[src/rtl/dither_scheduler.sv]
// Floyd-Steinberg dither sequencer: walks the image in raster order over a
// single-port SRAM, thresholds each pixel and spreads its error to neighbours.
//
// state    | meaning
// ---------+---------------------------------------------------------------
// IDLE     | waiting for start; memory port quiet
// RD_CUR   | present current pixel address for read
// WAIT_CUR | read data valid; threshold it and latch the signed error
// WR_CUR   | write the thresholded value back to the current pixel
// RD_N     | present the selected neighbour address for read
// WAIT_N   | read data valid; compute the saturated diffused value
// WR_N     | write the diffused value to the neighbour
// ADVANCE  | step to the next pixel in raster order
// DONE     | one-cycle completion pulse, then back to IDLE
module dither_scheduler #(
    parameter int IMAGEX           = 16,
    parameter int IMAGEY           = 16,
    parameter int RGB_SIZE         = 8,
    parameter int IMAGE_ADDR_WIDTH = $clog2(IMAGEX*IMAGEY)
) (
    input  logic                          clk,
    input  logic                          rst,
    input  logic                          start,
    output logic                          busy,
    output logic                          done,
    output logic [IMAGE_ADDR_WIDTH-1:0]   mem_addr,
    output logic                          mem_we,
    output logic [RGB_SIZE-1:0]           mem_wdata,
    input  logic [RGB_SIZE-1:0]           mem_rdata,
    output logic [$clog2(IMAGEX)-1:0]     cur_x,
    output logic [$clog2(IMAGEY)-1:0]     cur_y
);

    localparam int XW = $clog2(IMAGEX);
    localparam int YW = $clog2(IMAGEY);
    localparam int AW = IMAGE_ADDR_WIDTH;
    localparam int EW = RGB_SIZE + 1;
    localparam int PW = RGB_SIZE + 5;

    localparam logic [XW-1:0]        X_LAST  = XW'(IMAGEX - 1);
    localparam logic [YW-1:0]        Y_LAST  = YW'(IMAGEY - 1);
    localparam logic [RGB_SIZE-1:0]  PIX_MAX = {RGB_SIZE{1'b1}};
    localparam logic signed [PW-1:0] SAT_HI  = PW'((2**RGB_SIZE) - 1);

    typedef enum logic [3:0] {
        IDLE, RD_CUR, WAIT_CUR, WR_CUR, RD_N, WAIT_N, WR_N, ADVANCE, DONE
    } state_t;

    state_t                   state_q, state_d;
    logic [XW-1:0]            x_q, x_d;
    logic [YW-1:0]            y_q, y_d;
    logic [1:0]               nb_q, nb_d;
    logic                     hi_q, hi_d;
    logic signed [EW-1:0]     err_q, err_d;
    logic [RGB_SIZE-1:0]      nval_q, nval_d;

    logic [3:0]               nb_ok;
    logic [2:0]               first_nb, next_nb;
    logic [AW-1:0]            cur_addr, nb_addr, nb_off;
    logic signed [PW-1:0]     weight, err_ext, prod, sum;
    logic [RGB_SIZE-1:0]      new_pix;

    // Lowest-indexed in-image neighbour at or after 'from'; bit 2 = found.
    function automatic logic [2:0] pick(input logic [3:0] ok, input logic [2:0] from);
        logic [2:0] res;
        res = 3'b000;
        for (int i = 3; i >= 0; i--) begin
            if (3'(i) >= from && ok[i]) res = {1'b1, 2'(i)};
        end
        return res;
    endfunction

    always_ff @(posedge clk) begin
        if (rst) begin
            state_q <= IDLE;
            x_q     <= '0;
            y_q     <= '0;
            nb_q    <= '0;
            hi_q    <= 1'b0;
            err_q   <= '0;
            nval_q  <= '0;
        end else begin
            state_q <= state_d;
            x_q     <= x_d;
            y_q     <= y_d;
            nb_q    <= nb_d;
            hi_q    <= hi_d;
            err_q   <= err_d;
            nval_q  <= nval_d;
        end
    end

    // Neighbour order E, SW, S, SE; anything off the image is never visited.
    always_comb begin
        nb_ok[0] = (x_q != X_LAST);
        nb_ok[1] = (x_q != '0) && (y_q != Y_LAST);
        nb_ok[2] = (y_q != Y_LAST);
        nb_ok[3] = (x_q != X_LAST) && (y_q != Y_LAST);
        first_nb = pick(nb_ok, 3'd0);
        next_nb  = pick(nb_ok, {1'b0, nb_q} + 3'd1);
    end

    always_comb begin
        nb_off = AW'(1);
        weight = PW'(7);
        case (nb_q)
            2'd0: begin nb_off = AW'(1);          weight = PW'(7); end
            2'd1: begin nb_off = AW'(IMAGEX - 1); weight = PW'(3); end
            2'd2: begin nb_off = AW'(IMAGEX);     weight = PW'(5); end
            default: begin nb_off = AW'(IMAGEX + 1); weight = PW'(1); end
        endcase
        cur_addr = AW'(y_q) * AW'(IMAGEX) + AW'(x_q);
        nb_addr  = cur_addr + nb_off;
    end

    // Error diffusion: v + floor(err*w / 16), clamped to the pixel range.
    always_comb begin
        err_ext = {{(PW-EW){err_q[EW-1]}}, err_q};
        prod    = err_ext * weight;
        sum     = $signed({{(PW-RGB_SIZE){1'b0}}, mem_rdata}) + (prod >>> 4);
        new_pix = mem_rdata[RGB_SIZE-1] ? PIX_MAX : '0;
    end

    always_comb begin
        state_d   = state_q;
        x_d       = x_q;
        y_d       = y_q;
        nb_d      = nb_q;
        hi_d      = hi_q;
        err_d     = err_q;
        nval_d    = nval_q;
        busy      = 1'b0;
        done      = 1'b0;
        mem_we    = 1'b0;
        mem_addr  = '0;
        mem_wdata = '0;

        case (state_q)
            IDLE: begin
                if (start) begin
                    x_d     = '0;
                    y_d     = '0;
                    state_d = RD_CUR;
                end
            end
            RD_CUR: begin
                busy     = 1'b1;
                mem_addr = cur_addr;
                state_d  = WAIT_CUR;
            end
            WAIT_CUR: begin
                busy     = 1'b1;
                mem_addr = cur_addr;
                hi_d     = mem_rdata[RGB_SIZE-1];
                err_d    = $signed({1'b0, mem_rdata}) - $signed({1'b0, new_pix});
                state_d  = WR_CUR;
            end
            WR_CUR: begin
                busy      = 1'b1;
                mem_we    = 1'b1;
                mem_addr  = cur_addr;
                mem_wdata = hi_q ? PIX_MAX : '0;
                if (first_nb[2]) begin
                    nb_d    = first_nb[1:0];
                    state_d = RD_N;
                end else begin
                    state_d = ADVANCE;
                end
            end
            RD_N: begin
                busy     = 1'b1;
                mem_addr = nb_addr;
                state_d  = WAIT_N;
            end
            WAIT_N: begin
                busy     = 1'b1;
                mem_addr = nb_addr;
                if (sum[PW-1])
                    nval_d = '0;
                else if (sum > SAT_HI)
                    nval_d = PIX_MAX;
                else
                    nval_d = sum[RGB_SIZE-1:0];
                state_d  = WR_N;
            end
            WR_N: begin
                busy      = 1'b1;
                mem_we    = 1'b1;
                mem_addr  = nb_addr;
                mem_wdata = nval_q;
                if (next_nb[2]) begin
                    nb_d    = next_nb[1:0];
                    state_d = RD_N;
                end else begin
                    state_d = ADVANCE;
                end
            end
            ADVANCE: begin
                busy = 1'b1;
                if (x_q == X_LAST) begin
                    x_d = '0;
                    if (y_q == Y_LAST) begin
                        y_d     = '0;
                        state_d = DONE;
                    end else begin
                        y_d     = y_q + YW'(1);
                        state_d = RD_CUR;
                    end
                end else begin
                    x_d     = x_q + XW'(1);
                    state_d = RD_CUR;
                end
            end
            DONE: begin
                done    = 1'b1;
                state_d = IDLE;
            end
            default: state_d = IDLE;
        endcase
    end

    assign cur_x = x_q;
    assign cur_y = y_q;

endmodule

[config.mk]
export PLATFORM = sky130hd
export DESIGN_NAME = dither_scheduler
export DESIGN_NICKNAME = d
export VERILOG_FILES = /design/src/rtl/dither_scheduler.sv
export SDC_FILE = /design/constraint.sdc
export NUM_CORES = 1
export LEC_CHECK = 0
export CAP_MARGIN = 20
export CORE_MARGIN = 1.5
export CORE_UTILIZATION = 53
export DETAILED_ROUTE_END_ITERATION = 8
export HOLD_SLACK_MARGIN = 0.06
export PLACE_DENSITY = 0.89
export SYNTH_ARGS = -nofsm -noshare
export SYNTH_HDL_FRONTEND = slang
export SYNTH_SLANG_ARGS = --single-unit
export TNS_END_PERCENT = 1
[constraint.sdc]
create_clock -name clk -period 4.3 [get_ports clk]
set_input_delay 1.075 -clock clk [delete_from_list [all_inputs] [get_ports clk]]
set_output_delay 1.075 -clock clk [all_outputs]
set_load 0.05 [all_outputs]
# Yosys cells after proc, flatten, opt, wreduce, memory -nomap -nowiden
# Cells that the tools add are included.
# word_totals
reg_bits	32
inputBits	11
output_inout_bits	27
word_cells	90
# classes
n_addsub	7
multipliers	1
order_cmp	5
eq_ne	18
mux	34
n_reduce_logical	18
# ops
cell	count
8-bit two-way mux	4
4-bit one-hot mux with 8 select lines	1
8-bit one-hot mux with 2 select lines	2
4-bit two-way mux	7
3-bit two-way mux	8
4-bit by 3-bit == test with 1-bit output, second input constant	4
4-bit one-hot mux with 2 select lines	2
5-bit one-hot mux with 3 select lines	1
9-bit by 4-bit multiplier with 13-bit output	1
4-bit == test, second input constant	3
9-bit by 9-bit adder with 10-bit output	1
10-bit by 9-bit > comparator with 1-bit output, second input constant	1
3-bit one-hot mux with 3 select lines	1
8-bit by 8-bit subtractor with 9-bit output	1
4-bit by 1-bit adder with 4-bit output, second input constant	2
8-bit by 4-bit adder with 8-bit output	1
8-bit adder	1
4-bit by 2-bit == test with 1-bit output, second input constant	2
2-bit two-way mux	4
2-bit != test, second input constant	4
4-bit != test, second input constant	2
7-bit OR reduction	1
1-bit by 3-bit >= comparator with 1-bit output, first input constant	2
2-bit by 3-bit >= comparator with 1-bit output, first input constant	2
other kinds (15)	25

# Longest topological paths before layout
# Gate-level depths: netlist of the first run.
# logic_depth
depth_word	9
ltp_mapped	19
mapped_depth_nobuf	19

# Least setup slack after synthesis of the first run
# OpenSTA, ideal clock, no wires.
# synth_timing
kind	flip-flop to flip-flop
from	reg nb_q[1]
to	reg nval_q[6]
setup_ps	132
arrival_time_ps	4137
required_time_ps	4168
path_slack_ps	31
path_stages_with_launch	19
n_path_buf	1
period_less_slack_ps	4269
path_cell_list	dfxtp_1 -> clkbuf_1 -> nor2b_1 -> ha_1 -> inv_1 -> fa_1 -> inv_1 -> ha_1 -> nand4b_1 -> o211ai_1 -> o41a_1 -> xor2_1 -> ha_1 -> and3_1 -> a41o_1 -> o211ai_1 -> nand2_1 -> o21ai_0 -> a22oi_1
# synth_between
elab_chain_len	7
elab_cells_between_ends	9
classes_between	add/sub (1); mul (1); order compare (1); eq/ne (2); mux (3); reduce/logical (1)
# synth_lines
item	line	source
start, declared	52	logic [1:0] nb_q, nb_d;
start signal, assigned	86	nb_q <= nb_d;
2-bit == test, or another cell as far along	106	case (nb_q)
3-bit one-hot mux with 3 select lines (*)	106	
9-bit by 4-bit multiplier with 13-bit output (*)	119	prod = err_ext * weight;
9-bit by 9-bit adder with 10-bit output (*)	120	sum = $signed({{(PW-RGB_SIZE){1'b0}}, mem_rdata}) + (prod >>> 4);
10-bit by 9-bit > comparator with 1-bit output	180	else if (sum > SAT_HI)
8-bit two-way mux	180	
8-bit two-way mux (*)	178	if (sum[PW-1])
end signal, assigned	89	nval_q <= nval_d;
end, declared	55	logic [RGB_SIZE-1:0] nval_q, nval_d;
# Mark *: on every way between the ends. The rest lies on a longest branch, timed or not.
# A chain may end at the register's enable or synchronous reset.

# Worst setup path after layout of the first run
# layout_timing
from	reg nb_q[0]
to	reg nval_q[1]
# The elaborated chain is that of the path after synthesis.

==> flow_summary.yaml, run 1 <==
pwr:
  vdd_drop_max_uv: 245
  powerDensity_mw_per_mm2: 262
  p_leak_nw: 1.93
  power.total_mw: 1.14
cts:
  cts.clk_slew.worst_paths_ns: 0.07
  h-tree-depth: 2
  cts_hold_buf: 0
  insertion_delay_ns: 0.29
  cts_root_buf: "clkbuf_8"
  clock_sinks: 32
  cts_tree: "done"
  cts_buffers: 5
  clk_path_buf_depth: 2
floorplan:
  dieArea_mm2: 0.00722
  die_h_um: 85.0
  rows: 29
  io_pins: 38
  start_util: 0.554
  floorplan.core_area_mm2: 0.00642
  die_x_um: 85.0
timing:
  setup_violations: 0
  tightest_slew_ns: 0.539
  relSlewSlack: 0.641
  slew_viol_final: 0
  hold_viol: 0
  fin_ws_ns: 0.0605
  finalCritPeriodShare: 0.986
  fin_skew_ns: 0.0123
  fin_crit_ns: 4.24
  fmax_mhz: 236
global_route:
  overflow: 0
  grt_pass1_vias: 3420
  grt_util_all_layers: 0.259
  grt_max_degree: 29
  antenna_found_initial: 0
  grt_pass1_wl_mm: 15.5
synth:
  synth_area_mm2: 0.00356
  yosysSeqAreaShare: 0.180
  ys_seq_elements: 32
  synth_nets: 539
  synth-main-ff-cell: "dfxtp_1"
  synthTopCellsByArea: "dfxtp_1 (18%), ha_1 (16%), fa_1 (6.2%), nand2_1 (5.4%), inv_1 (5.0%)"
  ys_async_sr_fraction: 0
  synth_edf_count: 0
  synth.avg_cell_area_um2: 7.54
  yosysTopAreaCellShare: 0.180
  synth_cell_types: 58
  yosys_warnings: 0
  synthCells: 472
  yosys.area.top_type: "dfxtp_1"
cells_and_area:
  final_common_cell: "nand2_1"
  synthToLayoutAreaGrowth_pct: 22.6
  multiInputGateArea_mm2: 0.00283
  n_antenna_cell: 0
  final_cell_mix: "nand2_1 (50), inv_1 (44), ha_1 (40)"
  ff_latch_area_um2: 656
  finalNetCount: 585
  nFillCells: 492
  drive_gt1_frac: 0.131
  instances_no_fill: 596
routing:
  dr.first_iter.drc_count: 427
  drtAntennaViolNets: 0
  drc: 2
  vias: 3658
  dr.pass1.iters: 7
  wire_per_inst_um: 16.0
  wirelength_mm: 9.56
  vias_per_cell: 6.14
critical_path:
  required_ns: 4.46
  crit_path_end_kind: "register"
  startpoint_type: "register"
  crit_arrival_ns: 4.40
  crit_fanout: 7
  worstSetupStartpoint: "nb_q[0]$_SDFFE_PP0P_"
  crit_type: "reg2reg"
  r2r-start: "nb_q[0]$_SDFFE_PP0P_"
hold_path:
  worstHoldPathType: "reg2reg"
  min_from: "err_q[3]$_SDFFE_PP0P_"
outcome:
  status: "finished with violations"
  violations: "DRC"
placement:
  place.gp.congestion: 0.928
  dp_cells: 579
  post-dp-hpwl_mm: 6.93
  pre_cts_slack_ns: 0.0693
  portBuffers: 37
run:
  drv_cap: 0
[per-layer routing]
metal,track usage,up-vias,share of wire
met5,0,-,0
met3,0.0350,23,0.057
met1,0.345,1718,0.43
met4,0.0715,0,0.019
met2,0.441,147,0.49
li1,-,1770,-
[cell families (layout without fill, tap and decap cells)]
logic type | count (synthesis) | after routing | synth area share
AOI/OAI and AO/OA | 126 | 126 | 0.239
xor gates and xnor gates | 15 | 15 | 0.0369
adders and majority gates | 56 | 56 | 0.220
buffers and inverters | 63 | 110 | 0.0685
DFF | 32 | 32 | 0.180
muxes | 3 | 3 | 0.00844
and+or+nand+nor | 177 | 177 | 0.247
[through the flow]
step            util  setup TNS, ns  instance area (um2)  hold WS, ns
2_1_floorplan      -              0                 3560        0.432
3_3_place_gp   0.626              0                 4020        0.444
3_5_place_dp   0.626              0                 4020        0.445
4_1_cts        0.643              0                 4130        0.454
5_1_grt        0.680         -0.470                 4360        0.480
6_report       0.680              0                 4360        0.467
[state kept, by name, summed over array words and instances (netlist names)]
register and count:
cur_x 4, cur_y 4, err_q 9, hi_q 1, nb_q 2, nval_q 8
state_q 4
[power breakdown]
group	internal, mW	switching (mW)
logic	0.227	0.303
registers	0.305	0.0138
clock network	0.172	0.121
[area by class of cell]
class / instances / share of cell area
Inverter: 47 / 0.0404
Sequential cell: 32 / 0.150
Clock inverter: 2 / 0.00803
Multi-Input combinational cell: 377 / 0.648
Tap cell: 77 / 0.0221
Clock buffer: 6 / 0.0166
Timing Repair Buffer: 55 / 0.115
[synth_stat cells, types with 11 or more instances]
cell type,instances
nor3_1,11
inv_1,47
nor2_1,35
o21ai_0,24
nand3_1,17
a21oi_1,34
clkbuf_1,15
nand2_1,51
nor2b_1,18
xnor2_1,11
dfxtp_1,32
fa_1,11
ha_1,45
[worst paths after layout]
kind,to,cells past startpoint,slack (ns)
worst min register to register,err_q[3]$_SDFFE_PP0P_,2,0.47
worst min-delay path,err_q[3]$_SDFFE_PP0P_,2,0.47
worst max-delay path,nval_q[1]$_SDFFE_PP0P_,19,0.06
worst max register to register,nval_q[1]$_SDFFE_PP0P_,19,0.06
[critical path, cell delays in order (launching register included)]
cell      delay [ns]
dfxtp_4         0.36
buf_6           0.13
nor2b_2         0.12
ha_2            0.17
inv_1           0.05
fa_1            0.50
inv_2           0.05
ha_4            0.24
nand3_1         0.09
o211ai_1        0.14
o41a_1          0.50
xor2_2          0.28
ha_4            0.25
and3_4          0.17
a41o_1          0.25
o211ai_1        0.28
buf_4           0.20
nand3_2         0.09
a21oi_2         0.16
a211oi_1        0.05
[repair_timing]
action,4_1_cts,5_1_grt
endpoints found under the hold margin,0,0
gates resized for setup,0,44
buffers inserted,0,9
setup endpoints to repair,0,9
No activity file was read; power rests on OpenSTA's default activity.
==> run 2: changes to the inputs <==
- SKIP_CTS_REPAIR_TIMING: default -> 1
==> results of run 2 <==
No change in the layout: final DEF, timing and power equal those of run 1.
==> run 3: changes to the inputs <==
- REMOVE_ABC_BUFFERS: default -> 1
==> run 3 against run 2 <==
  * The flow now finishes without violations
  * Clock-buffer cell count is 2 higher
  * Register-to-register slack better by 0.04 ns
  * Setup slack better by 0.045 ns
  * Worst hold slack worse by 0.0011 ns
  * First-iteration DRC count is 31% lower
  * Die area stayed put
  * Sequential power hardly changed
  * Non-clock buffer count is 5 lower
  * Sequential share of layout area is 0.29 points higher
  * Wire length is 2.6% lower
  * Power is 7.3% lower
==> flow_summary.yaml, run 3 (synthesis results as in run 1) <==
outcome:
  status: "finished clean"
critical_path:
  crit_arrival_ns: 4.36
  crit_type: "reg2reg"
  crit_fanout: 4
  startpoint_type: "register"
  crit_path_end_kind: "register"
  required_ns: 4.47
routing:
  vias_per_cell: 6.18
  dr.first_iter.drc_count: 295
  vias: 3650
  drc: 0
  wirelength_mm: 9.32
  wire_per_inst_um: 15.8
  drtAntennaViolNets: 0
  dr.pass1.iters: 5
floorplan:
  die_x_um: 85.0
  rows: 29
  start_util: 0.554
  die_h_um: 85.0
  floorplan.core_area_mm2: 0.00642
  io_pins: 38
  dieArea_mm2: 0.00722
cells_and_area:
  instances_no_fill: 591
  synthToLayoutAreaGrowth_pct: 20.0
  finalNetCount: 580
  final_common_cell: "nand2_1"
  largest_reg_flops: 9
  n_antenna_cell: 0
  top_register: "err_q"
  drive_gt1_frac: 0.0992
  nFillCells: 494
  reg_top3: "err_q (9), nval_q (8)"
  design_area_mm2: 0.00427
  final_cell_mix: "nand2_1 (50), inv_1 (45), ha_1 (39)"
global_route:
  antenna_found_initial: 0
  overflow: 0
  grt_pass1_wl_mm: 15.3
  grt_max_degree: 28
  grt_util_all_layers: 0.258
  grt_pass1_vias: 3355
timing:
  setup_violations: 0
  slew_viol_final: 0
  finalSetupTns_ns: 0
  fmax_mhz: 238
  fin_skew_ns: 0.00896
  finalCritPeriodShare: 0.976
  hold_viol: 0
  fin_crit_ns: 4.19
  relSlewSlack: 0.653
  tightest_slew_ns: 0.518
pwr:
  vdd_drop_max_uv: 178
  p_leak_nw: 1.88
  p_comb_frac: 0.466
  switching_power_uw: 417
  p_int_uw: 642
  swShare: 0.394
  p_clk_frac: 0.232
  powerDensity_mw_per_mm2: 248
  seqPwrFrac: 0.301
placement:
  place.gp.congestion: 0.937
  dp_cells: 578
  post-dp-hpwl_mm: 7.03
  place_area_mm2: 0.00401
  portBuffers: 37
hold_path:
  worstHoldPathType: "reg2reg"
cts:
  insertion_delay_ns: 0.30
  cts_buffers: 5
  cts_tree: "done"
  clk_path_buf_depth: 2
  cts.clk_slew.worst_paths_ns: 0.07
  h-tree-depth: 2
  clock_sinks: 32
  cts_root_buf: "clkbuf_8"
run:
  drv_cap: 0
## run 3: path summary, 6_finish.rpt
path / start / to / slack [ns] / cells after the start
min reg2reg: hi_q$_SDFFE_PP0P_ / hi_q$_SDFFE_PP0P_ / 0.47 / 2
max reg2reg: err_q[4]$_SDFFE_PP0P_ / nval_q[1]$_SDFFE_PP0P_ / 0.11 / 18
min: hi_q$_SDFFE_PP0P_ / hi_q$_SDFFE_PP0P_ / 0.47 / 2
max: err_q[4]$_SDFFE_PP0P_ / nval_q[1]$_SDFFE_PP0P_ / 0.11 / 18
## run 3: power by group through the flow
stage          combinational [mW]  sequential (mW)  clock, mW
2_1_floorplan               0.331            0.322          0
5_1_grt                     0.547            0.320      0.260
6_report                    0.494            0.319      0.246
3_5_place_dp                0.442            0.326          0
3_3_place_gp                0.424            0.325          0
4_1_cts                     0.449            0.319      0.242
## run 3: area by class of cell
cell class                      instances  area (um2)  share of cell area
Clock buffer                            8        90.1              0.0211
Timing Repair Buffer                   50         468               0.110
Tap cell                               77        96.3              0.0225
Multi-Input combinational cell        377        2790               0.652
Sequential cell                        32         654               0.153
Inverter                               47         176              0.0413
## run 3: stage by stage
step	setup slack (ns)	power [mW]	util	hold slack (ns)
3_5_place_dp	-0.0582	0.768	0.625	0.453
3_3_place_gp	0.164	0.749	0.625	0.446
4_1_cts	-0.0684	1.01	0.639	0.460
2_1_floorplan	0.152	0.653	-	0.426
5_1_grt	-0.0162	1.13	0.665	0.497
6_report	0.105	1.06	0.665	0.466
## run 3: layer usage
layer | vias up | GRT usage | part of all wire
met5 | - | 0 | 0
met4 | 0 | 0.0835 | 0.025
met3 | 34 | 0.0282 | 0.054
met2 | 142 | 0.438 | 0.49
met1 | 1714 | 0.344 | 0.44
li1 | 1760 | - | -
## run 3: critical path: stages, from the launching register on
cell and delay [ns]:
dfxtp_4 0.36, nor2b_1 0.14, ha_1 0.27, inv_1 0.05
fa_1 0.50, inv_2 0.05, ha_4 0.24, nand4b_1 0.09
o211ai_1 0.12, o41a_1 0.49, xor2_2 0.29, ha_4 0.25
and3_1 0.18, a41o_1 0.24, o211ai_1 0.28, buf_4 0.19
nand3_2 0.09, a21oi_2 0.18, a211oi_2 0.05
